**src/rtl/clock_set_pkg.sv**
```systemverilog
// rtl/clock_set_pkg.sv - mode encodings, field limits and digit positions for the time-set controller
package clock_set_pkg;

    localparam logic [1:0] MODE_RUN      = 2'd0;
    localparam logic [1:0] MODE_SET_HOUR = 2'd1;
    localparam logic [1:0] MODE_SET_MIN  = 2'd2;
    localparam logic [1:0] MODE_SET_SEC  = 2'd3;

    localparam logic [7:0] HOUR_MAX   = 8'h23;
    localparam logic [7:0] MINSEC_MAX = 8'h59;

    // Index of the ones nibble of each field within bcd_out; tens sits one above.
    localparam int HOUR_NIB = 4;
    localparam int MIN_NIB  = 2;
    localparam int SEC_NIB  = 0;

    function automatic logic [5:0] field_mask(input logic [1:0] m, input logic ph);
        logic [5:0] mask;
        mask = 6'b000000;
        case (m)
            MODE_SET_HOUR: mask[HOUR_NIB +: 2] = {ph, ph};
            MODE_SET_MIN:  mask[MIN_NIB  +: 2] = {ph, ph};
            MODE_SET_SEC:  mask[SEC_NIB  +: 2] = {ph, ph};
            default:       mask = 6'b000000;
        endcase
        return mask;
    endfunction

endpackage

```
**src/rtl/bcd_field_step.sv**
```systemverilog
// rtl/bcd_field_step.sv - one two-digit BCD field stepped up or down with wrap at 23 or 59
module bcd_field_step
    import clock_set_pkg::*;
(
    input  logic [7:0] field_i,
    input  logic       inc_i,
    input  logic       dec_i,
    input  logic       is_hour_i,
    output logic [7:0] next_o,
    output logic       wrap_o
);

    logic [7:0] max_bcd;
    logic [3:0] tens;
    logic [3:0] ones;

    assign max_bcd = is_hour_i ? HOUR_MAX : MINSEC_MAX;
    assign tens    = field_i[7:4];
    assign ones    = field_i[3:0];

    // inc and dec together cancel; the field holds and no wrap is reported.
    always_comb begin
        next_o = field_i;
        wrap_o = 1'b0;
        if (inc_i && !dec_i) begin
            if (field_i == max_bcd) begin
                next_o = 8'h00;
                wrap_o = 1'b1;
            end else if (ones == 4'd9) begin
                next_o = {tens + 4'd1, 4'd0};
            end else begin
                next_o = {tens, ones + 4'd1};
            end
        end else if (dec_i && !inc_i) begin
            if (field_i == 8'h00) begin
                next_o = max_bcd;
                wrap_o = 1'b1;
            end else if (ones == 4'd0) begin
                next_o = {tens - 4'd1, 4'd9};
            end else begin
                next_o = {tens, ones - 4'd1};
            end
        end
    end

endmodule

```
**src/rtl/clock_set_ctrl.sv**
```systemverilog
// rtl/clock_set_ctrl.sv - HH:MM:SS digit registers with run/set mode sequencing and field blink
module clock_set_ctrl
    import clock_set_pkg::*;
#(
    parameter int BLINK_HALF = 12_500_000,
    parameter int CNT_W      = 24
) (
    input  logic        clk,
    input  logic        rst_n,
    input  logic        tick_1hz,
    input  logic        key_mode,
    input  logic        key_inc,
    input  logic        key_dec,
    output logic [23:0] bcd_out,
    output logic [5:0]  blank_mask,
    output logic [1:0]  mode
);

    localparam logic [CNT_W-1:0] CNT_LAST = CNT_W'(BLINK_HALF - 1);

    logic [1:0]       mode_q, mode_d;
    logic [7:0]       hour_q, hour_d;
    logic [7:0]       min_q, min_d;
    logic [7:0]       sec_q, sec_d;
    logic [CNT_W-1:0] cnt_q, cnt_d;
    logic             phase_q, phase_d;
    logic [5:0]       mask_q, mask_d;

    logic run;
    logic any_key;
    logic adj_inc;
    logic adj_dec;
    logic sec_inc, sec_dec, sec_wrap;
    logic min_inc, min_dec, min_wrap;
    logic hour_inc, hour_dec, hour_wrap_unused;

    assign run     = (mode_q == MODE_RUN);
    assign any_key = key_mode | key_inc | key_dec;
    // A mode press swallows any inc/dec in the same cycle.
    assign adj_inc = key_inc & ~key_dec & ~key_mode;
    assign adj_dec = key_dec & ~key_inc & ~key_mode;

    assign mode_d = key_mode ? mode_q + 2'd1 : mode_q;

    // In RUN the wrap flags form the seconds->minutes->hours carry chain.
    assign sec_inc  = run ? tick_1hz : (mode_q == MODE_SET_SEC) & adj_inc;
    assign sec_dec  = ~run & (mode_q == MODE_SET_SEC) & adj_dec;
    assign min_inc  = run ? sec_wrap : (mode_q == MODE_SET_MIN) & adj_inc;
    assign min_dec  = ~run & (mode_q == MODE_SET_MIN) & adj_dec;
    assign hour_inc = run ? min_wrap : (mode_q == MODE_SET_HOUR) & adj_inc;
    assign hour_dec = ~run & (mode_q == MODE_SET_HOUR) & adj_dec;

    bcd_field_step u_sec_step (
        .field_i   (sec_q),
        .inc_i     (sec_inc),
        .dec_i     (sec_dec),
        .is_hour_i (1'b0),
        .next_o    (sec_d),
        .wrap_o    (sec_wrap)
    );

    bcd_field_step u_min_step (
        .field_i   (min_q),
        .inc_i     (min_inc),
        .dec_i     (min_dec),
        .is_hour_i (1'b0),
        .next_o    (min_d),
        .wrap_o    (min_wrap)
    );

    bcd_field_step u_hour_step (
        .field_i   (hour_q),
        .inc_i     (hour_inc),
        .dec_i     (hour_dec),
        .is_hour_i (1'b1),
        .next_o    (hour_d),
        .wrap_o    (hour_wrap_unused)
    );

    // Any key press restarts the visible half so the field is steady right after an edit.
    always_comb begin
        cnt_d   = cnt_q + CNT_W'(1);
        phase_d = phase_q;
        if (any_key || run) begin
            cnt_d   = '0;
            phase_d = 1'b0;
        end else if (cnt_q == CNT_LAST) begin
            cnt_d   = '0;
            phase_d = ~phase_q;
        end
    end

    assign mask_d = field_mask(mode_d, phase_d);

    always_ff @(posedge clk or negedge rst_n) begin
        if (!rst_n) begin
            mode_q  <= MODE_RUN;
            hour_q  <= 8'h00;
            min_q   <= 8'h00;
            sec_q   <= 8'h00;
            cnt_q   <= '0;
            phase_q <= 1'b0;
            mask_q  <= 6'b000000;
        end else begin
            mode_q  <= mode_d;
            hour_q  <= hour_d;
            min_q   <= min_d;
            sec_q   <= sec_d;
            cnt_q   <= cnt_d;
            phase_q <= phase_d;
            mask_q  <= mask_d;
        end
    end

    assign bcd_out    = {hour_q, min_q, sec_q};
    assign blank_mask = mask_q;
    assign mode       = mode_q;

endmodule

```
**config.mk**
```make
export PLATFORM = sky130hd
export DESIGN_NAME = clock_set_ctrl
export DESIGN_NICKNAME = d
export VERILOG_FILES = /design/src/rtl/clock_set_pkg.sv /design/src/rtl/bcd_field_step.sv /design/src/rtl/clock_set_ctrl.sv
export SDC_FILE = /design/constraint.sdc
export NUM_CORES = 1
export LEC_CHECK = 0
export CAP_MARGIN = 5
export CORE_ASPECT_RATIO = 2
export CORE_MARGIN = 2
export CORE_UTILIZATION = 40
export DETAILED_ROUTE_END_ITERATION = 16
export PLACE_DENSITY = 0.68
export SLEW_MARGIN = 20
export SYNTH_ARGS = -nofsm -noshare
export SYNTH_HDL_FRONTEND = slang
export SYNTH_SLANG_ARGS = --single-unit
export TNS_END_PERCENT = 100
```
**constraint.sdc**
```tcl
create_clock -name clk -period 5.16 [get_ports clk]
set_clock_uncertainty 0.05 [all_clocks]
set_input_delay 1.032 -clock clk [delete_from_list [all_inputs] [get_ports clk]]
set_output_delay 1.032 -clock clk [all_outputs]
set_load 0.05 [all_outputs]
```
==> qor.csv <==
metric;value;unit
Arrival @ worst endpoint;4.78;ns
top_reg_cell synth;dfrtp_1;
crit share post-route;90.22;%
crit path capture type;flop;
YS warnings;0;
die area;10090;um^2
worst hold path type;flop to flop;
RSZ-0062 raised after global routing;false;
final hold vios;0;
Sink Count;54;
chip width;72.04;um
Clock transition at path regs;0.07;ns
maxcap violations;0;
Required @ worst endpoint;5.29;ns
H-tree depth;2;
final net count;491;
Post-synth EDFFs;0;
Ant. Diodes;0;
FMAX;0.2148;GHz
status;finished, final reports clean;
post-CTS setup buffers;0;
Util after Layout;48.13;%
clk_lat worst skew;0.30;ns
Final setup viols;0;
Buffers & Inverters on Critical Path;1;
Port Buf Inserts;37;
Critical Path Max Stage Delay;0.53;ns
post-route setup TNS;0;ns
maximum vdd drop;0.0002735;V
async set or reset register ratio after synthesis;100.0;%
vias per std cell;5.577;
routed length per placed instance;14.67;um
post-synthesis cell count;415;
fin crit period;4.655;ns
CP dominant cell by count;ha_1;
Final Max Tran Viols;0;
Core Area;9012;um^2
Worst-Margin Slew;0.7121;ns
total power;1.928;mW
CTS Hold Bufs;0;
number of core rows;49;
DRT Pass-1 Iters;4;
TritonCTS clock tree;yes;
initial core utilization;41.09;%
Power Density;444.4;nW/um^2
post-synthesis area per instance;8.924;um^2
number of synthesized register bits;54;
share of cells above drive strength 1;7.947;%
Slew HR;52.52;%
crit path max fanout;8;
Die Ht;140.1;um
total track usage;17.23;%
P_leak;1.803;nW
post-synthesis sequential area ratio;36.49;%
crit path kind;input pin to flop;
Clock Tree Buf Depth;2;
count of cell types in the netlist;58;
First DRT Iteration DRCs;210;
worst path cell trace;clkdlybuf4s50_1, nor3b_1, nand2_1, o21ai_0, ha_1, nand3b_1, nor2_1, a21oi_1, mux2i_1, ha_1, nor4b_4, a32oi_1, mux2i_1, ha_1, and3_1, a221oi_4, a221oi_1, a21oi_1;
P&R area growth vs syn;17.13;%
Slowest cell on crit path;clkdlybuf4s50_1;
Mapped Area;3704;um^2
syn_nets;454;
final wirelength;8142;um
Worst path top cell family by delay;simple AND/OR/NAND/NOR gates;
GRT overflow;0;
initial antenna violation count;0;
routed vias;3095;
first-pass GRT wire length;14120;um
root buf cell;clkbuf_16;
io pins;38;
DR DRC count;0;
startpoint types;input pin;
Inserted Clock Buffers;5;
dpl hpwl;6171;um
vias in the first global route;3156;
GPL Wtd Cong;0.8882;
pin count of the biggest net entering global routing;55;
Post-DRT Antenna Nets;0;
power by group:
| part | switching (mW) | leakage, nW | total [mW] | internal, mW |
|---|---|---|---|---|
| sequential | 0.146 | 0.708 | 0.637 | 0.491 |
| combinational | 0.587 | 1.02 | 0.934 | 0.347 |
| clock | 0.171 | 0.0759 | 0.357 | 0.186 |
path summary, 6_finish.rpt:
kind / start / to / slack, ns / cells after the start
worst max register to register: mode[0] / hour_q[5] / 1.17 / 18
max in group asynchronous: rst_n / cnt_q[0] / 3.77 / 2
worst min register to register: cnt_q[0] / cnt_q[0] / 0.45 / 1
worst min-delay path: cnt_q[0] / cnt_q[0] / 0.45 / 1
min in group asynchronous: rst_n / min_q[5] / 0.81 / 2
worst max-delay path: key_inc / hour_q[5] / 0.50 / 18
what timing repair did:
action,CTS,global route
endpoints found under the hold margin,0,0
gates resized for setup,0,1
endpoints found under the setup margin,0,2
per-layer routing:
metal,part of all wire [%],track usage [%]
met1,39,18.74
met2,57,32.80
met3,2.1,1.942
met4,1.7,6.554
met5,0,0
placed cells by master, fill, tap and decap left out, types with 2 or more instances in the layout:
cell / instances
nand2_1: 29
a32oi_1: 5
o22ai_1: 6
clkbuf_16: 5
o31ai_1: 5
nand4_1: 8
mux2i_1: 4
nor2b_1: 8
and4_1: 3
a211oi_1: 4
nor4b_4: 2
nand3_1: 13
o21ai_0: 21
nor3b_1: 2
inv_1: 37
dfrtp_1: 54
a21oi_1: 24
a311oi_1: 2
nor2_1: 44
xnor2_1: 19
nand3b_1: 8
o32a_1: 2
clkdlybuf4s50_1: 36
buf_4: 10
xor2_1: 7
clkinv_4: 2
nand2b_1: 2
mux2_2: 3
nor4_1: 4
nor2_2: 2
nor3_1: 18
a31oi_1: 3
ha_1: 33
and3_1: 3
layout make-up:
class                   instances  area (um^2)
well taps                     102        127.6
repair buffers                 47        440.4
inverters                      37        138.9
multi-input cells             307         2126
flip-flops and latches         54         1351
fillers                       848         4674
clock buffers                   5        125.1
clock inverters                 3        28.78
cell families after synthesis:
| group | synth area share, % |
|---|---|
| AO/OA/AOI/OAI | 14.46 |
| XOR/XNOR | 6.149 |
| adder cells (fa/ha/maj) | 11.15 |
| buffers and inverters | 6.351 |
| flip-flops | 36.49 |
| multiplexers | 1.993 |
| AND/OR/NAND/NOR | 23.41 |
state kept, by name, summed over array words and instances, names as in the netlist:
name	count
min_q	8
mode	2
phase_q	1
hour_q	8
blank_mask	3
sec_q	8
cnt_q	24
cell usage after synthesis (5+ instances only):
master | n | area share (%)
nand2_1 | 29 | 2.9
a21oi_1 | 24 | 3.2
ha_1 | 33 | 11
xnor2_1 | 19 | 4.5
xor2_1 | 7 | 1.7
o31ai_1 | 5 | 1.0
o21ai_0 | 21 | 2.8
dfrtp_1 | 54 | 36
inv_1 | 37 | 3.7
nand3_1 | 13 | 1.8
nor3_1 | 18 | 2.4
nor2b_1 | 8 | 1.4
nor2_1 | 44 | 4.5
nand3b_1 | 8 | 1.6
clkbuf_1 | 8 | 0.81
nand4_1 | 8 | 1.4
o22ai_1 | 6 | 1.0
a32oi_1 | 5 | 1.2
stage by stage:
step / worst slack [ns] / cells / hold WS, ns / instance area (um^2)
4_1_cts: 0.4874 / 555 / 0.4565 / 4329
2_1_floorplan: 0.2093 / 415 / 0.3939 / 3704
6_report: 0.5048 / 555 / 0.4533 / 4338
3_5_place_dp: 0.1811 / 547 / 0.4458 / 4175
3_3_place_gp: 0.3172 / 547 / 0.4388 / 4175
5_1_grt: 0.003902 / 555 / 0.4864 / 4338
Note: power is estimated with default switching activity, not from simulation.
